$ cat config.mk
export PLATFORM = sky130hd
export DESIGN_NAME = cond_eval_unit
export DESIGN_NICKNAME = d
export VERILOG_FILES = /design/src/rtl/cond_eval_unit.sv
export SDC_FILE = /design/constraint.sdc
export NUM_CORES = 1
export LEC_CHECK = 0
export CORE_MARGIN = 2
export CORE_UTILIZATION = 41
export CTS_BUF_LIST = sky130_fd_sc_hd__clkbuf_8 sky130_fd_sc_hd__clkbuf_16
export DETAILED_ROUTE_END_ITERATION = 7
export DONT_BUFFER_PORTS = 1
export PLACE_DENSITY = 0.63
export SETUP_SLACK_MARGIN = 0.05
export SLEW_MARGIN = 20
export SYNTH_ARGS = -nofsm -noshare
export SYNTH_HDL_FRONTEND = slang
export SYNTH_SLANG_ARGS = --single-unit
$ cat constraint.sdc
create_clock -name clk -period 2.6 [get_ports clk]
set_input_delay 0.52 -clock clk [delete_from_list [all_inputs] [get_ports clk]]
set_output_delay 0.52 -clock clk [all_outputs]
set_load 0.03 [all_outputs]
$ cat src/rtl/cond_eval_unit.sv
// cond_eval_unit
//   Registered condition evaluator sitting between decode and execute/branch.
//   Keeps the architectural {Z,C,N,V} flag register (masked ALU writes),
//   evaluates the 16 ARM condition codes and tracks Thumb-2 IT-block state so
//   instructions inside an IT block take their condition from ITSTATE.
//
// Ports
//   clk, rst          clock, asynchronous active-high reset
//   flag_we/flag_mask/flags_in   masked flag write, order {Z,C,N,V}
//   flush             clears IT state and any pending result
//   in_valid/in_ready input handshake
//   in_cond           condition field used outside an IT block
//   in_is_it, in_it_firstcond, in_it_mask   IT instruction fields
//   in_tag            instruction tag carried to out_tag
//   out_valid/out_ready  output handshake
//   do_branch         condition passed
//   out_in_it         result produced under IT control
//   it_err            malformed or nested IT instruction
//   out_tag           tag of the result
//   flags_q           current flag register
module cond_eval_unit #(
  parameter bit FORWARD   = 1'b1,
  parameter bit NV_PASS   = 1'b1,
  parameter bit IT_ENABLE = 1'b1,
  parameter int TAG_W     = 8
) (
  input  logic             clk,
  input  logic             rst,
  input  logic             flag_we,
  input  logic [3:0]       flag_mask,
  input  logic [3:0]       flags_in,
  input  logic             flush,
  input  logic             in_valid,
  output logic             in_ready,
  input  logic [3:0]       in_cond,
  input  logic             in_is_it,
  input  logic [3:0]       in_it_firstcond,
  input  logic [3:0]       in_it_mask,
  input  logic [TAG_W-1:0] in_tag,
  output logic             out_valid,
  input  logic             out_ready,
  output logic             do_branch,
  output logic             out_in_it,
  output logic             it_err,
  output logic [TAG_W-1:0] out_tag,
  output logic [3:0]       flags_q
);

  typedef enum logic {IDLE = 1'b0, IN_IT = 1'b1} it_state_e;

  logic [3:0]       flags_d;
  logic [7:0]       itstate_q, itstate_d;
  logic             out_valid_q, out_valid_d;
  logic             do_branch_q, do_branch_d;
  logic             out_in_it_q, out_in_it_d;
  logic             it_err_q, it_err_d;
  logic [TAG_W-1:0] out_tag_q, out_tag_d;

  logic [3:0]       flags_merged;
  logic [3:0]       eval_flags;
  logic [7:0]       itstate_adv;
  logic             is_it;
  logic             accept;
  it_state_e        it_state;

  function automatic logic cond_pass(input logic [3:0] cond, input logic [3:0] f);
    logic z, c, n, v;
    logic r;
    z = f[3];
    c = f[2];
    n = f[1];
    v = f[0];
    case (cond)
      4'h0:    r = z;
      4'h1:    r = !z;
      4'h2:    r = c;
      4'h3:    r = !c;
      4'h4:    r = n;
      4'h5:    r = !n;
      4'h6:    r = v;
      4'h7:    r = !v;
      4'h8:    r = c && !z;
      4'h9:    r = !c || z;
      4'hA:    r = (n == v);
      4'hB:    r = (n != v);
      4'hC:    r = !z && (n == v);
      4'hD:    r = z || (n != v);
      4'hE:    r = 1'b1;
      default: r = NV_PASS;
    endcase
    return r;
  endfunction

  assign in_ready  = !flush && (!out_valid_q || out_ready);
  assign out_valid = out_valid_q;
  assign do_branch = do_branch_q;
  assign out_in_it = out_in_it_q;
  assign it_err    = it_err_q;
  assign out_tag   = out_tag_q;

  always_comb begin
    flags_merged = (flags_q & ~flag_mask) | (flags_in & flag_mask);
    flags_d      = flag_we ? flags_merged : flags_q;
    // Forwarding lets an evaluation see a flag write landing on the same edge.
    eval_flags   = (FORWARD && flag_we) ? flags_merged : flags_q;

    it_state = (IT_ENABLE && (itstate_q[3:0] != 4'd0)) ? IN_IT : IDLE;
    is_it    = IT_ENABLE && in_is_it;
    accept   = in_valid && in_ready;

    // ITAdvance: the last instruction of the block leaves mask bits [2:0] zero.
    if (itstate_q[2:0] == 3'd0) itstate_adv = 8'd0;
    else                        itstate_adv = {itstate_q[7:5], itstate_q[3:0], 1'b0};

    itstate_d   = itstate_q;
    out_valid_d = out_valid_q;
    do_branch_d = do_branch_q;
    out_in_it_d = out_in_it_q;
    it_err_d    = it_err_q;
    out_tag_d   = out_tag_q;

    if (flush) begin
      itstate_d   = 8'd0;
      out_valid_d = 1'b0;
    end else if (accept) begin
      out_valid_d = 1'b1;
      out_tag_d   = in_tag;
      if (it_state == IN_IT) begin
        out_in_it_d = 1'b1;
        itstate_d   = itstate_adv;
        if (is_it) begin
          it_err_d    = 1'b1;
          do_branch_d = 1'b0;
        end else begin
          it_err_d    = 1'b0;
          do_branch_d = cond_pass(itstate_q[7:4], eval_flags);
        end
      end else if (is_it) begin
        out_in_it_d = 1'b0;
        if (in_it_mask != 4'd0) begin
          it_err_d    = 1'b0;
          do_branch_d = 1'b1;
          itstate_d   = {in_it_firstcond, in_it_mask};
        end else begin
          it_err_d    = 1'b1;
          do_branch_d = 1'b0;
        end
      end else begin
        out_in_it_d = 1'b0;
        it_err_d    = 1'b0;
        do_branch_d = cond_pass(in_cond, eval_flags);
      end
    end else if (out_ready) begin
      out_valid_d = 1'b0;
    end
  end

  always_ff @(posedge clk or posedge rst) begin
    if (rst) begin
      flags_q     <= 4'd0;
      itstate_q   <= 8'd0;
      out_valid_q <= 1'b0;
      do_branch_q <= 1'b0;
      out_in_it_q <= 1'b0;
      it_err_q    <= 1'b0;
      out_tag_q   <= '0;
    end else begin
      flags_q     <= flags_d;
      itstate_q   <= itstate_d;
      out_valid_q <= out_valid_d;
      do_branch_q <= do_branch_d;
      out_in_it_q <= out_in_it_d;
      it_err_q    <= it_err_d;
      out_tag_q   <= out_tag_d;
    end
  end

endmodule
==> impl_metrics.json, run 1 <==
{
  "maxSlewHeadroom": 0.392,
  "critPathArrivalTime_ps": 2310,
  "synth.top_cell.area_share": 0.414,
  "dpl.hpwl_mm": 2.38,
  "place_ws_ps": 445,
  "fp.coreArea_um2": 3360,
  "place_congestion": 0.865,
  "drt_iter0_markers": 47,
  "grt_pass1_wl_mm": 4.98,
  "slew_violations": 0,
  "synth_nets": 185,
  "crit_path_start": "out_valid",
  "syn_area_um2": 1450,
  "rrSetupSlack_ps": 430,
  "synth.avg_cell_area_um2": 9.67,
  "post_cts_buffers": 0,
  "rows": 21,
  "cts_root_buffer": "clkbuf_8",
  "clock_skew_ps": 2.54,
  "hold_violations": 0,
  "overflow": 0,
  "vias": 1186,
  "timing.rr.end": "do_branch",
  "synth_cell_type_count": 43,
  "clock_latency_ps": 260,
  "cp_max_fo": 6,
  "drt_pre_antenna_iters": 4,
  "grt_max_degree": 25,
  "crit_type": "flip-flop to flip-flop",
  "setup_viol": 0,
  "synth_warnings": 0,
  "fin_util": 0.462,
  "ir_worst_vdd_mv": 0.329,
  "cp_cell_sequence": "nor2b_1 -> or3b_1 -> or3_1 -> a2111oi_2 -> a22oi_1",
  "routed_wl_mm": 3.10,
  "slowest_delay_ps": 500,
  "pin_count": 52,
  "wl_per_cell_um": 16.0,
  "nNetsFinal": 184,
  "p_sw_w": 0.000345,
  "crit_path_end": "do_branch",
  "die_h_um": 63.5,
  "cts_hold_buf": 0,
  "cts_resized": 0,
  "cts_buffers": 3,
  "worstRegToRegCells": 5,
  "synth_largest_area_cell": "dfrtp_1",
  "portBuffers": 0,
  "n_fill_cell": 357,
  "die_w_um": 63.5,
  "finalPower_w": 0.00107,
  "drive_gt1_frac": 0.155,
  "clk_path_buf_depth": 2,
  "initial_core_util": 0.431,
  "grt_pass1_vias": 1106,
  "combPwrFrac": 0.189,
  "dieArea_um2": 4030,
  "setup-tns-final_ps": 0,
  "ys_seq_area_frac": 0.414,
  "layout_common_cells": "24 x dfrtp_1, 10 x nor2_1, 9 x nand2_1, 9 x mux2_2, 8 x a21oi_1",
  "final_common_cell": "dfrtp_1",
  "cpMaxStageDelayCell": "dfrtp_1",
  "intPower_w": 0.000721,
  "timing.final.ws_setup_ps": 425,
  "cts_tree": "done",
  "swShare": 0.324,
  "rsz0062_at_grt": "false",
  "ant_nets": 0,
  "endpoint_kind": "flip-flop",
  "power_leakage_nw": 0.632,
  "required_ps": 2740,
  "route.detailed.drc": 0,
  "reg2reg_from": "out_valid",
  "area_growth_pct": 7.08,
  "n_antenna_cell": 0,
  "final_cells": 194,
  "ys_top_cells_by_area": "dfrtp_1 41%, mux2_2 7.0%, a211oi_1 3.1%",
  "ys_seq_elements": 24,
  "p_seq_frac": 0.509,
  "hold_path_class": "primary input to flip-flop",
  "fmax_ghz": 0.460,
  "worst_slew_pin_slew_ps": 911,
  "p_per_area_nw_per_um2": 687,
  "cts_max_level": 1,
  "period_needed_ps": 2170,
  "via_per_inst": 6.11,
  "dp_cells": 190,
  "antenna_found_initial": 0,
  "fin_crit_sh": 0.836,
  "track_usage": 0.158,
  "cts.sinks": 24,
  "clk_pin_slew_worst_paths_ps": 80,
  "pwr-share-clk": 0.303,
  "drv_cap": 0,
  "syn_inst": 150,
  "cp-start-kind": "flip-flop",
  "status": "completed"
}
## registers in the layout, indices dropped and copies added (netlist names)
signal	count
itstate_q	8
out_tag	8
flags_q	4
do_branch	1
it_err	1
out_in_it	1
out_valid	1
## worst min-delay path by stage
stage,depth (start not counted),start,slack [ps],to
global route,1,flush,290,itstate_q[4]
CTS,1,flush,300,itstate_q[4]
detailed placement,2,itstate_q[3],590,itstate_q[4]
global placement,2,itstate_q[3],580,itstate_q[4]
finish,1,flush,310,itstate_q[4]
floorplan,1,rst,530,do_branch
## power groups by stage
stage | Combinational (W) | Clock [W] | Sequential, W
floorplan | 0.000178 | 0 | 0.000538
global placement | 0.000198 | 0 | 0.000549
detailed placement | 0.000202 | 0 | 0.000551
CTS | 0.000204 | 0.000332 | 0.000544
global route | 0.000228 | 0.000348 | 0.000549
finish | 0.000201 | 0.000323 | 0.000542
## layout make-up
| type | instances | area (µm²) | area share |
|---|---|---|---|
| Clock buffer | 3 | 41.3 | 0.0266 |
| Clock inverter | 1 | 30.0 | 0.0193 |
| Inverter | 7 | 26.3 | 0.0169 |
| Multi-Input combinational cell | 111 | 782 | 0.504 |
| Sequential cell | 24 | 601 | 0.387 |
| Tap cell | 46 | 57.6 | 0.0371 |
| Timing Repair Buffer | 2 | 15.0 | 0.00967 |
## stage by stage
step / area, µm² / hold WS (ps)
6_report: 1550 / 307
5_1_grt: 1550 / 294
4_1_cts: 1550 / 301
3_5_place_dp: 1480 / 588
3_3_place_gp: 1480 / 578
2_1_floorplan: 1450 / 535
## critical path: cells and delay by family (launching register included)
kind | cells | cell delay [ps]
and+or+nand+nor | 3 | 1060
AOI/OAI and AO/OA | 2 | 490
DFF | 1 | 500
## metal layers
layer / GRT usage / up-vias / wire (µm)
met2: 0.261 / 46 / 1470
met4: 0.0652 / 0 / 49
met5: 0 / - / 0
li1: - / 566 / -
met3: 0.0411 / 5 / 289
met1: 0.197 / 569 / 1290
## synth_stat cells
library cell and number:
o22a_1 1, o21ai_0 3, clkbuf_1 3, a2111oi_4 1
a2111oi_0 2, buf_6 1, mux2_2 9, a31oi_1 2
nor2_1 10, and2_2 1, a21oi_1 8, a31o_1 1
a21oi_2 1, nand2b_1 4, nor3_1 7, a21boi_0 2
xnor2_1 3, a21bo_2 2, mux2i_1 1, nor4_1 3
a22oi_1 3, nor2b_1 3, or3_1 2, a311oi_1 4
and3_1 2, a22o_1 3, a21bo_1 1, nand3_1 4
a2111oi_2 1, or4_1 1, dfrtp_1 24, a211oi_1 6
a211o_1 2, o31ai_1 1, buf_2 3, inv_1 7
nand2_1 9, a32o_1 1, and3_2 2, or3b_1 1
buf_1 1, o211ai_1 3, nand4_1 1
## logic make-up after synthesis
| logic type | Yosys count | synth area share |
|---|---|---|
| and+or+nand+nor | 50 | 0.179 |
| AOI/OAI and AO/OA | 48 | 0.266 |
| DFF | 24 | 0.414 |
| buffers and inverters | 15 | 0.0466 |
| muxes | 10 | 0.0768 |
| xor gates and xnor gates | 3 | 0.0181 |
(Power assumes the default switching activity.)
==> inputs of run 2 (changes only) <==
clock period = 2.16 ns   (was 2.6 ns; I/O delays follow)
==> impl_metrics.json, run 2 (same netlist as run 1, synthesis figures left out) <==
{
  "status": "completed",
  "clk_pin_slew_worst_paths_ps": 90,
  "cts_tree": "done",
  "place_ws_ps": 148,
  "die_w_um": 63.5,
  "clock_skew_ps": 4.81,
  "vias": 1226,
  "slowest_delay_ps": 460,
  "setup-tns-final_ps": 0,
  "p_per_area_nw_per_um2": 817,
  "cp_max_fo": 6,
  "dieArea_um2": 4030,
  "pin_count": 52,
  "dpl.hpwl_mm": 2.61,
  "slew_violations": 0,
  "post_cts_buffers": 0,
  "rows": 21,
  "period_needed_ps": 1980,
  "routed_wl_mm": 3.28,
  "via_per_inst": 6.07,
  "drv_cap": 0,
  "ant_nets": 0,
  "cts_root_buffer": "clkbuf_8",
  "endpoint_kind": "flip-flop",
  "rsz0062_at_grt": "false",
  "required_ps": 2300,
  "maxSlewHeadroom": 0.639,
  "timing.hold.ws_ps": 41.2,
  "clock_latency_ps": 260,
  "initial_core_util": 0.431,
  "critPathArrivalTime_ps": 2120,
  "drt_pre_antenna_iters": 4,
  "n_fill_cell": 344,
  "finalPower_w": 0.00132,
  "setup_viol": 0,
  "cp-start-kind": "flip-flop",
  "crit_type": "flip-flop to flip-flop",
  "die_h_um": 63.5,
  "nNetsFinal": 192,
  "place_congestion": 0.867,
  "multi_input_area_um2": 786,
  "power_leakage_nw": 0.670,
  "n_antenna_cell": 0,
  "grt_pass1_vias": 1175,
  "drive_gt1_frac": 0.205,
  "fp.coreArea_um2": 3360,
  "cts_hold_buf": 0,
  "ir_worst_vdd_mv": 0.398,
  "seq_area_um2": 601,
  "layout_common_cells": "24 x dfrtp_1, 10 x nor2_1, 10 x buf_4, 9 x nand2_1, 9 x mux2_2",
  "antenna_found_initial": 0,
  "final_common_cell": "dfrtp_1",
  "wl_per_cell_um": 16.2,
  "hold_violations": 0,
  "hold_path_class": "primary input to async pin",
  "cpMaxStageDelayCell": "or3b_1",
  "cts_buffers": 3,
  "cts_max_level": 1,
  "worst_slew_pin_slew_ps": 539,
  "cts.sinks": 24,
  "track_usage": 0.167,
  "route.detailed.drc": 0,
  "fmax_ghz": 0.505,
  "portBuffers": 0,
  "cp_cell_sequence": "nor2b_1 -> or3b_1 -> or3_1 -> a2111oi_2 -> a22oi_1",
  "clk_path_buf_depth": 2,
  "grt_max_degree": 15,
  "area_growth_pct": 11.5,
  "fin_crit_sh": 0.917,
  "timing.final.ws_setup_ps": 179,
  "drt_iter0_markers": 52,
  "grt_pass1_wl_mm": 5.37,
  "overflow": 0
}
==> run 2: cell count changes in the layout (fill, tap and decap cells not counted), sizes merged <==
cell,previous run,this run
buf,2,10
==> run 2: report_power, final <==
part | total [W] | switching (W) | internal, W
logic | 0.000294 | 0.000157 | 0.000137
registers | 0.000635 | 0.000128 | 0.000507
clock network | 0.000391 | 0.000143 | 0.000247
total | 0.00132 | 0.000429 | 0.000891
==> run 2: final timing paths <==
kind                               from            to  slack [ps]  cells past startpoint
max in group asynchronous           rst    flags_q[1]        1570                      2
setup / recovery              out_valid     do_branch         180                      5
setup reg to reg              out_valid     do_branch         180                      5
min in group clk                  flush     out_valid         220                      1
hold / removal                      rst    out_tag[6]          40                      1
hold reg to reg            itstate_q[3]  itstate_q[4]         610                      2
==> run 2: what timing repair did <==
item,in CTS,in global routing
setup endpoints to repair,0,1
endpoints found under the hold margin,0,0
resized for setup,0,2
==> run 2: final cells by class <==
cell class	instances	share of cell area
well taps	46	0.0356
clock buffers	3	0.0255
repair buffers	10	0.0464
clock inverters	1	0.0186
multi-input cells	111	0.486
inverters	7	0.0163
flip-flops and latches	24	0.372
==> run 2: metrics by stage <==
| stage | instance area [µm²] | cells | utilization |
|---|---|---|---|
| floorplan | 1450 | 150 | - |
| global placement | 1540 | 198 | 0.458 |
| detailed placement | 1540 | 198 | 0.458 |
| CTS | 1610 | 202 | 0.480 |
| global route | 1620 | 202 | 0.481 |
| finish | 1620 | 202 | 0.481 |
==> run 2: critical path, delay by kind of cell (launching register included) <==
kind | cells | cell delay [ps]
flip-flops | 1 | 380
AND/OR/NAND/NOR | 3 | 1020
AO/OA/AOI/OAI | 2 | 460
==> run 2: metal layers <==
metal / vias up / GRT usage / wire [µm]
met5: - / 0 / 0
met4: 0 / 0.0543 / 46
met3: 4 / 0.0250 / 202
met2: 44 / 0.271 / 1580
met1: 601 / 0.229 / 1450
li1: 577 / - / -
==> inputs of run 3 (changes only) <==
ABC_AREA = 1   (was unset)
==> impl_metrics.json, run 3 <==
{
  "cts_root_buffer": "clkbuf_8",
  "grt_pass1_wl_mm": 5.53,
  "setup_viol": 0,
  "syn_inst": 216,
  "place_congestion": 0.853,
  "synth.top_cell.area_share": 0.374,
  "initial_core_util": 0.433,
  "route.detailed.drc": 0,
  "synth_cell_type_count": 24,
  "yosysMostFrequentCell": "nand2_1",
  "status": "completed",
  "antenna_found_initial": 0,
  "cts_resized": 0,
  "drt_iter0_markers": 60,
  "syn_area_um2": 1610,
  "dpl.hpwl_mm": 2.67,
  "ys_async_sr_fraction": 1.00,
  "p_per_area_nw_per_um2": 838,
  "endpoint_kind": "output port",
  "dp_cells": 264,
  "via_per_inst": 4.97,
  "cp_max_fo": 2,
  "drv_cap": 0,
  "fp.coreArea_um2": 3720,
  "cts_buffers": 3,
  "synth_largest_area_cell": "dfrtp_1",
  "synth.avg_cell_area_um2": 7.44,
  "power_leakage_nw": 0.879,
  "final_cells": 268,
  "crit_type": "flip-flop to output port",
  "hold_violations": 0,
  "fin_crit_sh": 0.769,
  "worst_slew_pin_slew_ps": 315,
  "nNetsFinal": 256,
  "area_growth_pct": 7.94,
  "grt_pass1_vias": 1328,
  "overflow": 0,
  "clock_latency_ps": 270,
  "routed_wl_mm": 3.31,
  "post_cts_buffers": 0,
  "hold_path_class": "primary input to async pin",
  "ir_worst_vdd_mv": 0.441,
  "finalInstanceArea_um2": 1740,
  "period_needed_ps": 1660,
  "n_antenna_cell": 0,
  "placed_cell_area_um2": 1660,
  "setup-tns-final_ps": 0,
  "ys_seq_area_frac": 0.374,
  "synth_flop_cell": "dfrtp_1",
  "yosys-top-cells-count": "51 x nand2_1, 27 x inv_1, 26 x nand3_1",
  "cts_tree": "done",
  "wl_per_cell_um": 12.4,
  "maxSlewHeadroom": 0.790,
  "slew_violations": 0,
  "dieArea_um2": 4440,
  "synth_nets": 251,
  "drt_pre_antenna_iters": 4,
  "ant_nets": 0,
  "n_fill_cell": 391,
  "cts_max_level": 1,
  "final_common_cell": "nand2_1",
  "clk_path_buf_depth": 2,
  "ys_top_cells_by_area": "dfrtp_1 37%, nand2_1 12%, nand3_1 8.1%",
  "vias": 1333,
  "rsz0062_at_grt": "false",
  "clk_pin_slew_worst_paths_ps": 90,
  "die_w_um": 66.6,
  "ys_seq_elements": 24,
  "cp-start-kind": "flip-flop",
  "clock_skew_ps": 3.79,
  "grt_max_degree": 25,
  "drive_gt1_frac": 0.205,
  "portBuffers": 0,
  "track_usage": 0.163,
  "required_ps": 1730,
  "die_h_um": 66.6,
  "finalPower_w": 0.00145,
  "rows": 22,
  "cts.sinks": 24,
  "cts_hold_buf": 0,
  "layout_common_cells": "51 x nand2_1, 27 x inv_1, 26 x nand3_1, 25 x nor2_1, 24 x dfrtp_1",
  "pin_count": 52,
  "critPathArrivalTime_ps": 1230,
  "synth_warnings": 0,
  "fmax_ghz": 0.602,
  "fin_util": 0.467,
  "synth_edf_count": 0
}
-- run 3: changes by cell type after synthesis, sizes merged, moves of 4 or more --
cell and change:
a211oi -6, and3 -4, nand2 +56, nand3 +27
inv +25, a2111oi -4, nand2b -4, nor3 -5
o21ai +10, a21oi -4, nor2 +19
-- run 3: power breakdown --
group	internal [W]	switching, W
registers	0.000517	0.000158
clock network	0.000248	0.000148
logic	0.000141	0.000243
-- run 3: cells by family after synthesis --
| kind of cell | synth area share |
|---|---|
| AO/OA/AOI/OAI | 0.0786 |
| flip-flops | 0.374 |
| AND/OR/NAND/NOR | 0.394 |
| multiplexers | 0.0560 |
| buffers and inverters | 0.0981 |
-- run 3: final timing paths --
kind	start	to	slack (ps)	cells after the start
max	out_valid	in_ready	500	4
min	rst	flags_q[3]	90	2
max reg2reg	flags_q[0]	do_branch	600	13
min reg2reg	itstate_q[1]	itstate_q[1]	560	2
max in group asynchronous	rst	itstate_q[1]	1840	2
min in group clk	flush	out_valid	220	1
-- run 3: cell type report --
class	count	area (µm²)	area share
Clock buffer	3	41.3	0.0238
Multi-Input combinational cell	156	850	0.490
Sequential cell	24	601	0.346
Clock inverter	1	30.0	0.0173
Tap cell	48	60.1	0.0346
Timing Repair Buffer	3	22.5	0.0130
Inverter	33	131	0.0757
-- run 3: worst max-delay path, cell delays in order, from the launching register on --
cell,delay (ps)
dfrtp_1,500
nand2_1,120
inv_1,60
nor2_2,110
buf_4,180
-- run 3: through the flow --
stage                     hold slack [ps]  worst slack (ps)
after floorplan                       447               435
after global placement                393               608
after detailed placement              395               599
after CTS                            93.3               484
after global routing                  113               424
final                                88.8               499
-- run 3: routing by layer --
layer,track usage,wire (µm),up-vias
met3,0.0524,240,5
met4,0.0434,27,0
met5,0,0,-
met2,0.283,1550,48
met1,0.193,1490,585
li1,-,-,695
==> patch 1, RTL diff (settings of run 3) <==
Reset style: synchronous (`rst`), changed in one clocked block. Comments in the files are not updated.
--- a/src/rtl/cond_eval_unit.sv
+++ b/src/rtl/cond_eval_unit.sv
@@ -155,7 +155,7 @@
     end
   end
 
-  always_ff @(posedge clk or posedge rst) begin
+  always_ff @(posedge clk) begin
     if (rst) begin
       flags_q     <= 4'd0;
       itstate_q   <= 8'd0;
Check against the original RTL: differs if rst is asserted again (counterexample within 4 cycles, from zero or initial values and one cycle with rst high); with rst held inactive, the same outputs for 10 cycles.
==> patch 1 against run 3 <==
- sequential share of layout area down 5.5 points
- setup slack worse by 25 ps
- first-iteration DRC count grew 52%
- synthesized cell count grew 15%
- via count rose by 9.6%
- cell area down 4.9%
- clock skew down 1.2 ps
- sequential cell count unchanged
- routed wire length shrank 3.2%
- synthesized area fell by 5.8%
- critical endpoint is now it_err$_SDFFE_PP0P_
- largest cell class unchanged
Power is not compared: it rests on default switching activity, and its combinational part moved more than twofold at a synthesized area within 25%.
==> patch 1: results (changes against run 3) <==
The flow ran to the end, and the final reports show no timing, DRC or antenna violations. The highest fanout seen on the critical path was 11 (+9). The run gives 17 (-32%) as the maximum number of pins on one net before global-route repair. The estimated wirelength of the detail-placed design was 2527 um (-5.2%). The run gives 0.8021 (-5.9%) as the final RePlAce weighted congestion. The final-layout fill cell count came out at 392 (+0.26%). Ranked by total cell area, the synthesized netlist is headed by dfxtp_1 (32%), nand2_1 (20%), nor2_1 (10%).

The number of DRC markers after the initial detailed-route iteration came out at 91 (+52%). The slowest stage of the critical path is the dfxtp_1 cell. The slew of the pin with the lowest slew margin was 392.8 ps (+77.91 ps); the global-route usage over all layers was 0.1582 (-0.004790).

The tools report the number of distinct library cell variants in the gate-level netlist after synthesis as 26 (+8.3%). The tools report the final clock skew as 2.575 ps (-1.215 ps). The logs give 485.6 ps (-112.9 ps) for the worst setup slack after placement and 0.3171 (-0.05645) for the post-synthesis sequential area ratio. The gate count of the mapped netlist is 249 (+15%), and the routed wirelength normalized by instance count is 10.65 um (-14%).

The fraction of registers with async set or reset after synthesis was 0 (-1.000). The commonest cells after synthesis are nand2_1 (79), nor2_1 (41), dfxtp_1 (24). The total via count in the routed design was 1461 (+9.6%); the highest attainable clock frequency was 593.2 MHz (-1.5%). The number of global-route vias before repair was 1247 (-6.1%); the via density per instance was 4.854 (-2.4%). The number of nets in the layout is 289 (+13%), and the worst reg-to-reg setup slack is 470 ps (-130 ps). The type of the most critical hold path was in -> reg.
patch 1: cell types whose count changed after synthesis, moves of 4 or more:
cell            run 3  this run
nor2_1             25        41
dfxtp_1             0        24
nand3_1            26        19
nand2_1            51        79
a21oi_1             4        15
dfrtp_1            24         0
inv_1              27        23
mux2_2              8         0
o21ai_0            11         6
patch 1: kinds of logic (layout without fill, tap and decap cells):
kind of cell | Yosys count | count (layout) | share of synthesized area
flops | 24 | 24 | 0.3171
compound gates | 29 | 29 | 0.1074
buf+inv | 35 | 39 | 0.09331
simple gates | 161 | 161 | 0.4822
patch 1: worst paths after layout:
| path | start | to | cells after the start |
|---|---|---|---|
| max | out_valid$_SDFFE_PP0P_ | it_err$_SDFFE_PP0P_ | 6 |
| min | rst | do_branch$_SDFFE_PP0P_ | 1 |
| max reg2reg | out_valid$_SDFFE_PP0P_ | it_err$_SDFFE_PP0P_ | 6 |
| min reg2reg | itstate_q[2]$_SDFFE_PP0P_ | itstate_q[3]$_SDFFE_PP0P_ | 2 |
patch 1: routing by layer:
layer,part of all wire,vias up,GRT usage
li1,-,790,-
met1,0.48,623,0.2237
met2,0.45,46,0.2371
met3,0.074,2,0.05035
met4,0.0044,0,0.02926
met5,0,-,0
patch 1: worst register-to-register path: stages, from the launching register on:
cell      delay [ps]
dfxtp_1          530
a21oi_1          140
nand2_1          180
buf_4            210
clkinv_1         260
o211ai_1         180
a21oi_1           80
patch 1: cell type report:
type	instances	share of cell area
multi-input cells	190	0.5413
flip-flops and latches	24	0.2911
inverters	32	0.07430
well taps	48	0.03639
clock buffers	3	0.02502
clock inverters	1	0.01820
repair buffers	3	0.01365
patch 1: power by group:
part | switching [mW] | leakage, nW | total (mW) | internal (mW)
registers | 0.0427 | 0.196 | 0.504 | 0.461
clock network | 0.143 | 0.0357 | 0.391 | 0.248
logic | 0.123 | 0.537 | 0.191 | 0.0672
patch 1: per-stage QoR:
step	hold slack [ps]	instance area (um^2)	util
after global placement	466.5	1579	0.4379
after detailed placement	467.6	1579	0.4379
after floorplan	453.1	1515	-
after CTS	205.0	1650	0.4577
after global routing	200.3	1650	0.4577
final	214.7	1650	0.4577
==> patch 2, RTL diff (config.mk and constraints of run 3) <==
Without the edit above. Change the parameter `IT_ENABLE` from 1'b1 to 1'b0.
--- a/src/rtl/cond_eval_unit.sv
+++ b/src/rtl/cond_eval_unit.sv
@@ -21,7 +21,7 @@
 module cond_eval_unit #(
   parameter bit FORWARD   = 1'b1,
   parameter bit NV_PASS   = 1'b1,
-  parameter bit IT_ENABLE = 1'b1,
+  parameter bit IT_ENABLE = 1'b0,
   parameter int TAG_W     = 8
 ) (
   input  logic             clk,
Formal check against the unedited RTL: not equivalent (Yosys sat finds a counterexample within 4 cycles, from zero or initial values and one cycle with rst high).
==> patch 2 against run 3 <==
- routed wire length is 56% lower
- maximum frequency is 1.8% higher
- synthesized area is 49% lower
- first-iteration DRC count down 88%
- sequential cell count decreased by 10
- setup slack gained 30 ps
- cell area is 48% lower
- power fell by 46%
==> patch 2: results (changes against run 3) <==
The dominant register cell in the synthesized netlist was dfrtp_1. Multiplexer share of the synthesized area: 0.1096 (+0.05356). The register with the most flip-flops in the layout has 8 of them. The tools report the total via count in the routed design as 669 (-50%).

The post-synthesis compound-gate area fraction is 0.05023 (-0.02837), and the final wirelength is 1465 um (-56%). The H-tree depth is 1 (unchanged). The switching part of the total was 0.3389 (-0.03809); the maximum buffer depth of the clock tree was 2 (unchanged).

The share of final-layout standard cells stronger than drive strength 1 was 0.2018 (-0.002711); the count of buffers inserted at the top-level ports was 0 (unchanged). The run gives 514.4 uW (-43%) as the cell-internal power. By count the netlist is led by nand2_1 (23), inv_1 (19), dfrtp_1 (14). The fraction of registers with async set or reset after synthesis works out to 1.000 (unchanged). The run gives 2.242 ps (-1.548 ps) as the final clock skew.

The global-route track usage on met3 is 0.07669 (+0.02432). The met2 track utilization from global routing is 0.2397 (-0.04277). The run gives 735 um (-53%) as the met2 layer wire length in the routed design. The wire length of the first global-routing pass was 2559 um (-54%). Standby leakage power: 0.4703 nW (-46%). The first-pass iteration count of the detailed router was 3 (-1); the post-detailed-placement cell area was 840.8 um^2 (-49%). The run gives 163 um (-32%) as the routed length on met3. The synthesis warning total came out at 0 (unchanged). The run gives 106 (-51%) as the gate count of the mapped netlist.

The global-route usage over all layers was 0.1385 (-0.02451). The clock latency of the later-clocked register in the worst-skew pair is 240 ps (-30 ps). The path class of the tightest hold or removal check is in -> async. The number of placed cells counting well taps came out at 132 (-50%).

The run gives 0.314 (+0.042) as the clock network fraction of design power. The clock transition time at the flip-flop clock pins of the worst setup and hold paths is 50 ps (-40 ps). The number of DRC markers after the initial detailed-route iteration was 7 (-88%).

The tools report the met1 routing resource usage after global routing as 0.1480 (-0.04541). By area the synthesized netlist is led by dfrtp_1 (43%), mux2_2 (11%), nand2_1 (11%). For the maximum number of pins on one net before global-route repair, the log shows 15 (-40%). The number of buffers created by CTS came out at 3 (unchanged). The number of nets in the layout is 145 (-43%).

The sequential cell power is 410 uW (-39%), and the post-synthesis sequential area ratio is 0.4262 (+0.05264). The number of distinct library cell variants in the gate-level netlist after synthesis is 17 (-29%), and the adder-cell area share of the yosys netlist is 0 (unchanged). The tools report the number of inserted diodes as 0 (unchanged).

Uppermost layer routed: met3. The final RePlAce weighted congestion was 0.7261 (-15%). The logs give 567 um (-62%) for the total routed wire length on the met1 layer and 0 (unchanged) for the count of instances resized after the clock tree is built. Timing startpoint of the critical path: out_valid$_DFFE_PP0P_. The highest fanout seen on the critical path came out at 3 (+1).

The tools report the peak ir drop on the vdd network as 0.6488 mV (+47%). The flow ran to the end, and the final reports show no timing, DRC or antenna violations. Worst setup slack after placement: 672.9 ps (+74.41 ps). The global route total overflow came out at 0 (unchanged).

The category of the most critical setup path was reg -> out. The depth of the worst register-to-register path was 6 (-7); the estimated wirelength of the detail-placed design was 1243 um (-53%). The tools report the clock tree root driver cell as clkbuf_8. The run gives 658 (-50%) as the number of global-route vias before repair.

The via density per instance works out to 4.919 (-1.1%). The run gives 0 (unchanged) as the buffer count from post-CTS setup fixing.
## patch 2: cell count changes in the layout (fill, tap and decap cells not counted), sizes merged, moves of 10 or more
cell,before,now
nand2,65,30
o21ai,13,3
nand3,31,13
inv,32,21
dfrtp,24,14
nor2,29,5
## patch 2: layout make-up
type                       count  area [um^2]
timing repair buffer           1        7.507
tap                           27        33.78
sequential                    14        350.3
inverter                      21        78.83
fill                         207         1026
clock buffer                   4        55.05
multi-input combinational     69        370.4
## patch 2: final timing paths
path	endpoint	slack (ps)
hold reg to reg	out_tag[1]$_DFFE_PP0P_	750
max in group asynchronous	out_tag[3]$_DFFE_PP0P_	1740
min in group clk	out_valid$_DFFE_PP0P_	250
setup / recovery	in_ready	530
hold / removal	out_tag[1]$_DFFE_PP0P_	100
setup reg to reg	do_branch$_DFFE_PP0P_	680
## patch 2: critical path, cell delays in order (launching register included)
cell     delay, ps
dfrtp_1        500
a21oi_1        260
buf_4          200
